<file path="src/rtl/reg_file_wb.sv">
// Register file with write-back scoreboard: 32 x DATA_WIDTH regs (r0 = 0) plus per-register pending bits.
// Latency: reads and busy flags are combinational; writes and marks land on the next rising clk edge.
// Backpressure: none, every strobe is accepted each cycle. Optional write-through bypass: REGFILE_BYPASS_EN.
module reg_file_wb #(
    parameter int DATA_WIDTH = 32
) (
    input  logic                  clk,
    input  logic                  rst_n,
    input  logic [4:0]            rd_addr1,
    input  logic [4:0]            rd_addr2,
    output logic [DATA_WIDTH-1:0] rd_data1,
    output logic [DATA_WIDTH-1:0] rd_data2,
    output logic                  busy1,
    output logic                  busy2,
    input  logic                  wr_en,
    input  logic [4:0]            wr_addr,
    input  logic [DATA_WIDTH-1:0] wr_data,
    input  logic                  mark_en,
    input  logic [4:0]            mark_addr,
    output logic [5:0]            pending_count
);

    logic [DATA_WIDTH-1:0] regs [32];
    logic [31:0]           pending;

    logic wr_act;
    logic mark_act;

    assign wr_act   = wr_en   && (wr_addr   != 5'd0);
    assign mark_act = mark_en && (mark_addr != 5'd0);

    // Data storage: clear on reset, otherwise capture write-back data (r0 is never written).
    always_ff @(posedge clk) begin
        if (!rst_n) begin
            for (int i = 0; i < 32; i++) begin
                regs[i] <= '0;
            end
        end else if (wr_act) begin
            regs[wr_addr] <= wr_data;
        end
    end

    // Scoreboard: write-back clears, issue sets; the mark is ordered last so a same-address
    // issue leaves the register pending for its new producer.
    always_ff @(posedge clk) begin
        if (!rst_n) begin
            pending <= '0;
        end else begin
            if (wr_act) begin
                pending[wr_addr] <= 1'b0;
            end
            if (mark_act) begin
                pending[mark_addr] <= 1'b1;
            end
        end
    end

    // Count is a popcount of the live pending bits, so it cannot drift from them.
    always_comb begin
        pending_count = 6'd0;
        for (int i = 1; i < 32; i++) begin
            pending_count = pending_count + 6'(pending[i]);
        end
    end

    // Read port 1: stored value and pending flag, r0 forced to zero/not busy.
    always_comb begin
        rd_data1 = (rd_addr1 == 5'd0) ? '0 : regs[rd_addr1];
        busy1    = (rd_addr1 == 5'd0) ? 1'b0 : pending[rd_addr1];
`ifdef REGFILE_BYPASS_EN
        if (wr_act && (rd_addr1 == wr_addr)) begin
            rd_data1 = wr_data;
            busy1    = mark_act && (mark_addr == wr_addr);
        end
`endif
    end

    // Read port 2: same as port 1.
    always_comb begin
        rd_data2 = (rd_addr2 == 5'd0) ? '0 : regs[rd_addr2];
        busy2    = (rd_addr2 == 5'd0) ? 1'b0 : pending[rd_addr2];
`ifdef REGFILE_BYPASS_EN
        if (wr_act && (rd_addr2 == wr_addr)) begin
            rd_data2 = wr_data;
            busy2    = mark_act && (mark_addr == wr_addr);
        end
`endif
    end

endmodule

</file>
<file path="config.mk">
export PLATFORM = sky130hd
export DESIGN_NAME = reg_file_wb
export DESIGN_NICKNAME = d
export VERILOG_FILES = /design/src/rtl/reg_file_wb.sv
export SDC_FILE = /design/constraint.sdc
export NUM_CORES = 2
export LEC_CHECK = 0
export ABC_CLOCK_PERIOD_IN_PS = 6800
export CAP_MARGIN = 5
export CORE_MARGIN = 4
export CORE_UTILIZATION = 55
export CTS_CLUSTER_DIAMETER = 60
export DETAILED_ROUTE_END_ITERATION = 12
export HOLD_SLACK_MARGIN = 0.15
export PLACE_DENSITY_LB_ADDON = 0.05
export SYNTH_ARGS = -nofsm -noshare
export SYNTH_HDL_FRONTEND = slang
export SYNTH_SLANG_ARGS = --single-unit
</file>
<file path="constraint.sdc">
create_clock -name clk -period 6.8 [get_ports clk]
set_clock_uncertainty 0.15 [all_clocks]
set_input_delay 2.04 -clock clk [delete_from_list [all_inputs] [get_ports clk]]
set_output_delay 2.04 -clock clk [all_outputs]
set_load 0.05 [all_outputs]
</file>
==> flow_metrics.tcl <==
set metrics [dict create \
    criticalPathCategory "flip-flop to primary output" \
    layout_setup_ws_ps -987 \
    grt_pass1_wl_mm 291 \
    die_w_um 331 \
    post-dp-hpwl_mm 134 \
    final_common_cell "edfxtp_1" \
    cts-root-buf "clkbuf_16" \
    finalWirelength_mm 207 \
    grt_antenna_before_repair 19 \
    synth_cell_types 59 \
    powerDensity_nw_per_um2 251 \
    vdd_drop_max_v 0.000340 \
    min_period_over_period 1.15 \
    htree_levels 3 \
    ys.flop_type "edfxtp_1" \
    violations "setup timing" \
    initial_core_util 0.554 \
    hold_viol 0 \
    max-slew-margin-rel 0.119 \
    numCtsBuffers 120 \
    ys_warn_count 0 \
    tightest_slew_ps 1320 \
    stdcell_count 5582 \
    endpoint_kind "primary output" \
    grt_pass1_vias 38900 \
    drt_drc_violations_left 0 \
    rows 118 \
    ant_nets 0 \
    gp_congestion 0.996 \
    layout_common_cells "edfxtp_1 (1024), and2_1 (995), mux4_2 (438), buf_4 (324), mux2i_1 (130)" \
    nNetsFinal 4181 \
    outcome "finished, violations left" \
    totalPowerFinal_mw 16.8 \
    holdWs_ps 361 \
    setup_viol 6 \
    tns_ps -4730 \
    drive_gt1_frac 0.297 \
    netlist_area_um2 57400 \
    syn_inst 3843 \
    ys_seq_elements 1056 \
    core_area_um2 104000 \
    gr-usage-all-layers 0.380 \
    cts_tree "built" \
    routedWlPerCell_um 37.0 \
    fill_cells 7490 \
    report.final.slew_viol_count 0 \
    die-area_um2 110000 \
    rsz0062_at_grt "yes" \
    leakagePower_nw 23.6 \
    cp_max_fo 2 \
    path_clk_slew_ps 60 \
    required_ps 4610 \
    synth.avg_cell_area_um2 14.9 \
    syn2layout_area_growth_pct 16.4 \
    utilization 0.645 \
    dpl_cell_area_um2 62800 \
    cts.sinks 1056 \
    fin_crit_ps 7790 \
    grt_start_max_net_pins 48 \
    seq_area_um2 31400 \
    cp.arrival_ps 5600 \
    drt_iter0_drc 5279 \
    fin_area_um2 66900 \
    cap_violations 0 \
    port_buffers 127 \
    fp.dieH_um 331 \
    avgViaCountPerCell 6.90 \
    fmax_mhz 128 \
    crit_path_start_kind "flip-flop" \
    place_inst 5346 \
    synthArstFlopShare 0 \
    dp_slack_ps -364 \
    drt_pass1_iterations 6 \
    multi_input_area_um2 24100 \
    hold_class "flip-flop to flip-flop" \
    via_count 38500 \
    cts-hold-fix-buffers 0 \
    grt_overflow 0 \
    synth-edff-count 1024 \
    seq_area_frac_synth 0.547 \
    insertion_delay_ps 700 \
    design.portCount 128 \
    clk_path_buf_depth 3 \
]
per-layer routing:
layer / part of all wire / global-route usage / wire length [um]
met5: 0.00025 / 0 / 52
met2: 0.46 / 0.588 / 95200
met4: 0.074 / 0.234 / 15400
met1: 0.36 / 0.503 / 74800
met3: 0.10 / 0.0725 / 21300
Yosys cell counts (28+ instances only):
cell / n / area share
o21ai_1: 48 / 0.0042
a221oi_1: 45 / 0.0069
and2_1: 995 / 0.11
clkbuf_1: 231 / 0.015
nor2b_1: 72 / 0.0078
mux2i_1: 130 / 0.023
a22oi_1: 66 / 0.0086
a211oi_1: 66 / 0.0086
nor2_1: 29 / 0.0019
dfxtp_1: 32 / 0.011
nand2_1: 45 / 0.0029
mux2_2: 66 / 0.013
buf_6: 50 / 0.0098
buf_4: 35 / 0.0046
mux4_2: 438 / 0.17
a311oi_1: 64 / 0.0098
edfxtp_1: 1024 / 0.54
o21ai_0: 95 / 0.0083
inv_1: 60 / 0.0039
buf_2: 61 / 0.0053
o22ai_1: 28 / 0.0031
cell families after synthesis:
group | share of synthesized area
adder cells (fa/ha/maj) | 0.00955
XOR/XNOR | 0.000458
other | 0.0000653
AND/OR/NAND/NOR | 0.126
flip-flops | 0.547
multiplexers | 0.218
buffers and inverters | 0.0438
AO/OA/AOI/OAI | 0.0545
final timing paths:
check,startpoint,end,slack [ps],cells past startpoint
setup / recovery,pending[28],pending_count[5],-990,18
hold / removal,pending[0],pending[0],360,1
setup reg to reg,pending[28],pending[28],5770,4
hold reg to reg,pending[0],pending[0],360,1
sequential cells by signal (all words and copies together) (netlist names):
| signal | cells |
|---|---|
| regs | 1024 |
| pending | 32 |
what timing repair did:
action,in CTS,in global routing
pin swaps,13,5
cloned,0,0
setup endpoints to repair,6,12
setup buffers,6,2
resized for setup,15,12
worst max-delay path: stages (launching register included):
cell	delay, ps
dfxtp_2	340
inv_2	50
fa_1	500
fa_1	530
inv_2	40
fa_1	500
inv_2	50
fa_1	490
fa_1	440
fa_1	520
inv_2	50
fa_2	350
buf_4	150
buf_6	100
a21o_1	160
a21oi_2	210
nor2b_1	70
o21a_1	190
buf_6	150
cell type report:
| cell class | count | share of cell area |
|---|---|---|
| diodes | 4 | 0.000150 |
| clock buffers | 141 | 0.0461 |
| clock inverters | 84 | 0.0125 |
| inverters | 61 | 0.00346 |
| multi-input cells | 2354 | 0.361 |
| flip-flops and latches | 1056 | 0.470 |
| well taps | 1380 | 0.0258 |
| repair buffers | 502 | 0.0812 |
where the power goes:
part           internal, mW  switching [mW]
clock                  3.73            2.74
combinational          1.11            1.50
sequential             7.50           0.190
No activity file was read; power rests on OpenSTA's default activity.
